File: src/rtl/uart_receiver.sv
// 8N1 UART receiver: 2-flop rx synchronizer, 16x oversampled start/mid-bit sampling,
// delivers each byte with a one-cycle rx_done pulse and a framing-error flag.
module uart_receiver #(
  parameter int unsigned BYTE_WIDTH = 8,
  parameter int unsigned OVERSAMPLE = 16
) (
  input  logic                  clk,
  input  logic                  arst_n,
  input  logic                  rx,
  input  logic                  tick,
  output logic [BYTE_WIDTH-1:0] data_out,
  output logic                  rx_done,
  output logic                  frame_err,
  output logic                  busy
);

  localparam int unsigned OSC_W = $clog2(OVERSAMPLE);
  localparam int unsigned NB_W  = (BYTE_WIDTH > 1) ? $clog2(BYTE_WIDTH) : 1;
  localparam logic [OSC_W-1:0] OSC_HALF = OSC_W'(OVERSAMPLE / 2 - 1);
  localparam logic [OSC_W-1:0] OSC_LAST = OSC_W'(OVERSAMPLE - 1);
  localparam logic [NB_W-1:0]  NB_LAST  = NB_W'(BYTE_WIDTH - 1);

  typedef enum logic [1:0] {IDLE, START, DATA, STOP} state_t;

  state_t                state, state_next;
  logic                  rx_meta, rx_s;
  logic                  armed, armed_next;
  logic [OSC_W-1:0]      osc, osc_next;
  logic [NB_W-1:0]       nbits, nbits_next;
  logic [BYTE_WIDTH-1:0] shreg, shreg_next;
  logic [BYTE_WIDTH-1:0] data_next;
  logic                  done_next, ferr_next, busy_next;

  always_ff @(posedge clk or negedge arst_n) begin
    if (!arst_n) begin
      rx_meta   <= 1'b1;
      rx_s      <= 1'b1;
      state     <= IDLE;
      armed     <= 1'b0;
      osc       <= '0;
      nbits     <= '0;
      shreg     <= '0;
      data_out  <= '0;
      rx_done   <= 1'b0;
      frame_err <= 1'b0;
      busy      <= 1'b0;
    end else begin
      rx_meta   <= rx;
      rx_s      <= rx_meta;
      state     <= state_next;
      armed     <= armed_next;
      osc       <= osc_next;
      nbits     <= nbits_next;
      shreg     <= shreg_next;
      data_out  <= data_next;
      rx_done   <= done_next;
      frame_err <= ferr_next;
      busy      <= busy_next;
    end
  end

  always_comb begin
    state_next = state;
    armed_next = armed;
    osc_next   = osc;
    nbits_next = nbits;
    shreg_next = shreg;
    data_next  = data_out;
    ferr_next  = frame_err;
    busy_next  = busy;
    done_next  = 1'b0;
    unique case (state)
      IDLE: begin
        // armed keeps a held-low line (break) from being re-read as a stream of starts
        if (rx_s) armed_next = 1'b1;
        if (armed && !rx_s) begin
          osc_next   = '0;
          nbits_next = '0;
          busy_next  = 1'b1;
          armed_next = 1'b0;
          state_next = START;
        end
      end
      START: begin
        if (tick) begin
          if (osc == OSC_HALF) begin
            if (!rx_s) begin
              osc_next   = '0;
              state_next = DATA;
            end else begin
              busy_next  = 1'b0;
              state_next = IDLE;
            end
          end else begin
            osc_next = osc + 1'b1;
          end
        end
      end
      DATA: begin
        if (tick) begin
          if (osc == OSC_LAST) begin
            shreg_next = {rx_s, shreg[BYTE_WIDTH-1:1]};
            osc_next   = '0;
            if (nbits == NB_LAST) state_next = STOP;
            else                  nbits_next = nbits + 1'b1;
          end else begin
            osc_next = osc + 1'b1;
          end
        end
      end
      STOP: begin
        if (tick) begin
          if (osc == OSC_LAST) begin
            data_next  = shreg;
            ferr_next  = ~rx_s;
            done_next  = 1'b1;
            busy_next  = 1'b0;
            state_next = IDLE;
          end else begin
            osc_next = osc + 1'b1;
          end
        end
      end
      default: state_next = IDLE;
    endcase
  end

endmodule

File: config.mk
export PLATFORM = sky130hd
export DESIGN_NAME = uart_receiver
export DESIGN_NICKNAME = d
export VERILOG_FILES = /design/src/rtl/uart_receiver.sv
export SDC_FILE = /design/constraint.sdc
export NUM_CORES = 1
export LEC_CHECK = 0
export CORE_MARGIN = 2
export CORE_UTILIZATION = 55
export DETAILED_ROUTE_END_ITERATION = 8
export PLACE_DENSITY = 0.77
export SLEW_MARGIN = 20
export SYNTH_ARGS = -nofsm -noshare
export SYNTH_HDL_FRONTEND = slang
export SYNTH_SLANG_ARGS = --single-unit
File: constraint.sdc
create_clock -name clk -period 4.05 [get_ports clk]
set_input_delay 0.6075 -clock clk [delete_from_list [all_inputs] [get_ports clk]]
set_output_delay 0.6075 -clock clk [all_outputs]
set_load 0.05 [all_outputs]
==> results of run 1 <==
-- registers in the layout (all words and copies together), names as in the netlist, 3 cells and up, named ones only --
register	cells
nbits	3
data_out	8
osc	4
shreg	8
-- kinds of logic after synthesis --
family | synth area share
flops | 0.513
simple gates | 0.129
mux | 0.167
compound gates | 0.107
buf+inv | 0.0585
fa+ha+maj | 0.0247
-- metrics by stage --
step / cells / setup slack (ns) / util / power, mW / cell area (um2)
finish: 160 / 1.92 / 0.640 / 0.964 / 1720
detailed placement: 152 / 1.78 / 0.608 / 0.713 / 1630
global placement: 152 / 1.81 / 0.608 / 0.701 / 1630
CTS: 160 / 1.88 / 0.640 / 0.970 / 1720
global route: 160 / 1.82 / 0.640 / 1.02 / 1720
floorplan: 114 / 2.46 / - / 0.688 / 1520
-- report_power, final --
group	total, mW	internal [mW]	leakage, nW	switching (mW)
Combinational	0.279	0.143	0.376	0.136
Clock	0.255	0.146	0.0482	0.109
Sequential	0.429	0.352	0.407	0.0773
Total	0.964	0.641	0.831	0.323
-- layer usage --
metal  vias up  global-route usage  wire (um)
met5         -                   0          0
met4         0              0.0816          0
met3         0              0.0945        153
met2        20               0.246       1210
met1       458               0.229       1130
li1        437                   -          -
-- worst register-to-register path, delay by kind of cell (launching register included) --
family	cells	cell delay, ns
and+or+nand+nor	2	0.63
muxes	1	0.42
DFF	1	0.39
adders and majority gates	1	0.32
-- how the worst min path moves through the flow --
stage / endpoint / start / cells past startpoint / slack, ns
finish: rx_s$_DFF_PN1_ / rx_meta$_DFF_PN1_ / 0 / 0.36
floorplan: async pin / arst_n / 0 / 0.31
global placement: rx_s$_DFF_PN1_ / rx_meta$_DFF_PN1_ / 0 / 0.35
global route: rx_s$_DFF_PN1_ / rx_meta$_DFF_PN1_ / 0 / 0.37
detailed placement: rx_s$_DFF_PN1_ / rx_meta$_DFF_PN1_ / 0 / 0.35
CTS: rx_s$_DFF_PN1_ / rx_meta$_DFF_PN1_ / 0 / 0.36
-- final cells by class --
type,count,area share
Sequential cell,31,0.452
Multi-Input combinational cell,70,0.378
Timing Repair Buffer,15,0.0858
Clock buffer,6,0.0298
Tap cell,31,0.0225
Clock inverter,2,0.0204
Inverter,5,0.0109
-- placed cells by master (no fill, tap or decap), drive strengths merged, types with 4 or more instances in the layout --
| master | instances |
|---|---|
| inv | 5 |
| nand2 | 4 |
| dfrtp | 29 |
| nand3 | 7 |
| clkdlybuf4s50 | 14 |
| clkbuf | 6 |
| mux2 | 19 |
==> out/qor.yml, run 1 <==
placed_design:
  dp_hpwl_mm: 1.69
  gp_congestion: 0.766
  port_buffers: 14
cts:
  insertion_delay_ns: 0.34
  cts_buffer_depth: 2
  htreeDepth: 2
  cts_resized: 0
  clockRootBuffer: "clkbuf_4"
  cts_tree: "built"
  cts_made_buffers: 5
  post-cts-setup-buffers: 0
  path_clk_slew_ns: 0.10
  cts.sinks: 31
  ctsHoldBuffers: 0
die:
  die_w_um: 56.5
  chipHeight_um: 56.5
  die_area_um2: 3200
  core_area_um2: 2690
  initial_core_util: 0.565
  std_cell_rows: 19
  ioPinCount: 15
route:
  route.detailed.drc: 0
  via_count: 915
  wl_per_cell_um: 15.6
  ant_nets: 0
  viasPerCell: 5.72
  initialDrtViolationCount: 29
  drt_wl_total_mm: 2.50
  dr.pass1.iters: 4
worst_hold_path:
  min_path_type: "reg2reg"
finish:
  syn_to_final_growth_pct: 13.4
  insertedDiodeCount: 0
  nets: 135
  num-fill-cells: 193
  regArea_um2: 778
  multi_input_area_um2: 651
  drive_gt1_frac: 0.318
synth:
  synthDominantCellAreaShare: 0.478
  synth_edf_count: 0
  netlist_top_cells_area: "dfrtp_1, mux2_2, mux2_4, dfstp_2, buf_6"
  ys_seq_area_frac: 0.513
  synthFlopType: "dfrtp_1"
  async_flop_share: 1.00
  ys_ff_latch: 31
  syn-instance-count: 114
  synth.distinct_cells: 38
  synth_common_cells: "dfrtp_1, mux2_2, mux2_4"
  synth_nets: 121
  synth_area_leader_cell: "dfrtp_1"
  synth_area_um2: 1520
  synth_most_common_cell: "dfrtp_1"
  synth_area_per_cell_um2: 13.3
  yosys_warnings: 0
worst_setup_path:
  worst-path-buf-inv: 1
  r2r_cells: 4
  startpoint: "data_out[6]$_DFFE_PN0P_"
  worstPathArrival_ns: 1.53
  worst_r2r_endpoint: "data_out[6]$_DFFE_PN0P_"
  critPathTopFamily: "buffers and inverters"
  crit_end: "data_out[6]"
  critPathSlowestCell: "clkdlybuf4s50_1"
  cp_max_fo: 2
  cp_num_cells: 1
  worstPathRequired_ns: 3.44
  cp_cell_sequence: "clkdlybuf4s50_1"
  crit-reg2reg-launch: "osc[1]$_DFFE_PN0P_"
  cp-end-kind: "output pin"
  rrSetupSlack_ns: 2.18
  path_class: "reg2out"
  crit_path_max_incr_delay_ns: 0.82
  start_kind: "flop"
pwr:
  powerDensity_nw_per_um2: 560
  leakagePower_nw: 0.831
  ir_drop_v: 0.000485
sta:
  worst-slew-pin-transition_ns: 0.595
  relSlewSlack: 0.604
  whs_ns: 0.359
  max_clock_freq_mhz: 468
  min_period_over_period: 0.527
  skew_ns: 0.0101
  rsz0062_at_grt: "no"
  slew_viol_final: 0
  finalHoldViolations: 0
  tns_ns: 0
  setup_viol_count_final: 0
  fin_crit_ns: 2.13
status:
  outcome: "finished clean"
grt:
  grt_max_degree: 32
  antenna_found_initial: 0
  grt_first_pass_wirelength_mm: 4.19
  grt.overflow.total: 0
  grt_pass1_vias: 903
  grt_usage: 0.178
flow_run:
  cap_violations: 0
No activity file was read; power rests on OpenSTA's default activity.
==> inputs of run 2 (changes only) <==
- CORE_UTILIZATION: 55 -> 50
- PLACE_DENSITY: 0.77 -> 0.74
- clock period: 4.05 -> 1.8 ns (I/O delays scaled with it)
==> out/qor.yml, run 2 (synthesized netlist as in run 1, its figures left out) <==
route:
  initialDrtViolationCount: 19  # -34%
  route.detailed.drc: 0  # unchanged
  viasPerCell: 5.64  # -1.4%
  dr.pass1.iters: 4  # unchanged
  wl_per_cell_um: 15.2  # -2.3%
  ant_nets: 0  # unchanged
  drt_wl_total_mm: 2.55  # +2.0%
  via_count: 942  # +3.0%
worst_setup_path:
  path_class: "reg2out"
  critPathTopFamily: "buffers and inverters"
  cp-end-kind: "output pin"
  start_kind: "flop"
  worst-path-buf-inv: 1  # unchanged
  critPathSlowestCell: "clkdlybuf4s50_1"
  crit_path_max_incr_delay_ns: 0.79  # -0.03 ns
  cp_cell_sequence: "clkdlybuf4s50_1"
  cp_max_fo: 1  # -1
  worstPathRequired_ns: 1.53  # -1.91 ns
  worstPathArrival_ns: 1.45  # -0.08 ns
die:
  std_cell_rows: 19  # unchanged
  die_area_um2: 3490  # +9.3%
  initial_core_util: 0.536  # -0.0285
  chipHeight_um: 59.1  # +4.5%
  ioPinCount: 15  # unchanged
  die_w_um: 59.1  # +4.5%
  core_area_um2: 2830  # +5.3%
finish:
  layout_commonest_cell: "dfrtp_1"
  nets: 142  # +5.2%
  syn_to_final_growth_pct: 19.6
  final_cell_mix: "dfrtp_1, mux2_2, mux2_4, dlymetal6s2s_1"
  drive_gt1_frac: 0.353  # +0.0351
  top_regs: "data_out: 8 flops, shreg: 8 flops, osc: 4 flops"
  insertedDiodeCount: 0  # unchanged
  final-instance-count-excl-fill: 167  # +4.4%
cts:
  cts_buffer_depth: 2  # unchanged
  path_clk_slew_ns: 0.10  # about the same
  insertion_delay_ns: 0.33  # about the same
  cts_tree: "built"
  post-cts-setup-buffers: 0  # unchanged
  cts.sinks: 31  # unchanged
  cts_made_buffers: 5  # unchanged
  clockRootBuffer: "clkbuf_4"
  ctsHoldBuffers: 0  # unchanged
  htreeDepth: 2  # unchanged
grt:
  grt.met2_usage: 0.284  # +0.0383
  grt_max_degree: 32  # unchanged
  antenna_found_initial: 0  # unchanged
  grt_usage: 0.177  # -0.000954
  grt_pass1_vias: 969  # +7.3%
  grt_first_pass_wirelength_mm: 4.55  # +8.6%
  use_met3: 0.0480  # -0.0464
  grt.overflow.total: 0  # unchanged
  met1_usage: 0.228  # -0.000989
  grt-busiest-layer: "met2"
worst_hold_path:
  min_path_type: "in2async"
sta:
  worst-slew-pin-transition_ns: 0.507  # -0.0874 ns
  setup_viol_count_final: 0  # unchanged
  finalHoldViolations: 0  # unchanged
  skew_ns: 0.00546  # -0.00465 ns
  rsz0062_at_grt: "no"
  min_period_over_period: 0.956
  slew_viol_final: 0  # unchanged
  fin_crit_ns: 1.72
  relSlewSlack: 0.661  # +0.0577
  finalWorstSetupSlack_ns: 0.0795  # -1.84 ns
  max_clock_freq_mhz: 581
status:
  outcome: "finished clean"
pwr:
  leakagePower_nw: 1.03  # +24%
  ir_drop_v: 0.000814  # +68%
  powerDensity_nw_per_um2: 1220  # +120%
placed_design:
  preCtsSetupSlack_ns: -0.0345  # -1.81 ns
  dp_hpwl_mm: 1.78  # +5.5%
  port_buffers: 14  # unchanged
  gp_congestion: 0.863  # +13%
  placed_cells: 159  # +4.6%
flow_run:
  cap_violations: 0  # unchanged
==> run 2: layout make-up <==
cell class	count	area [um2]
multi-input combinational	70	651
timing repair buffer	22	243
inverter	5	18.8
fill	213	1010
sequential	31	778
tap	31	38.8
clock buffer	6	51.3
clock inverter	2	35.0
==> run 2: repair_timing <==
| item | in CTS | in global routing |
|---|---|---|
| gates cloned | 0 | 0 |
| resized for setup | 2 | 8 |
| setup endpoints to repair | 2 | 8 |
==> run 2: power by group <==
part / internal [mW] / leakage [nW] / switching, mW
Clock: 0.328 / 0.0482 / 0.247
Sequential: 0.792 / 0.407 / 0.149
Combinational: 0.357 / 0.577 / 0.341
Total: 1.48 / 1.03 / 0.737
==> run 2: layer usage <==
layer  vias to the layer above  share of wire
met5                         -              0
met4                         0          0.019
met1                       465           0.45
met2                        16           0.49
li1                        456              -
met3                         5          0.038
==> run 2: final timing paths <==
path	from	to	slack, ns	cells past startpoint
setup / recovery	rx_done$_DFF_PN0_	rx_done	0.08	1
hold / removal	arst_n	osc[1]$_DFFE_PN0P_	0.32	2
setup reg to reg	flop	osc[1]$_DFFE_PN0P_	0.10	4
max in group asynchronous	arst_n	rx_s$_DFF_PN1_	1.17	2
hold reg to reg	rx_meta$_DFF_PN1_	rx_s$_DFF_PN1_	0.37	0
min in group clk	rx	rx_meta$_DFF_PN1_	0.34	1
==> run 2: metrics by stage <==
step	TNS (ns)	util	power (mW)	area (um2)	hold slack [ns]
after global placement	0	0.605	1.62	1710	0.347
final	0	0.642	2.21	1820	0.318
after CTS	0	0.635	2.22	1800	0.324
after floorplan	0	-	1.55	1520	-0.0256
after detailed placement	-0.0345	0.605	1.65	1710	0.351
after global routing	0	0.642	2.36	1820	0.332
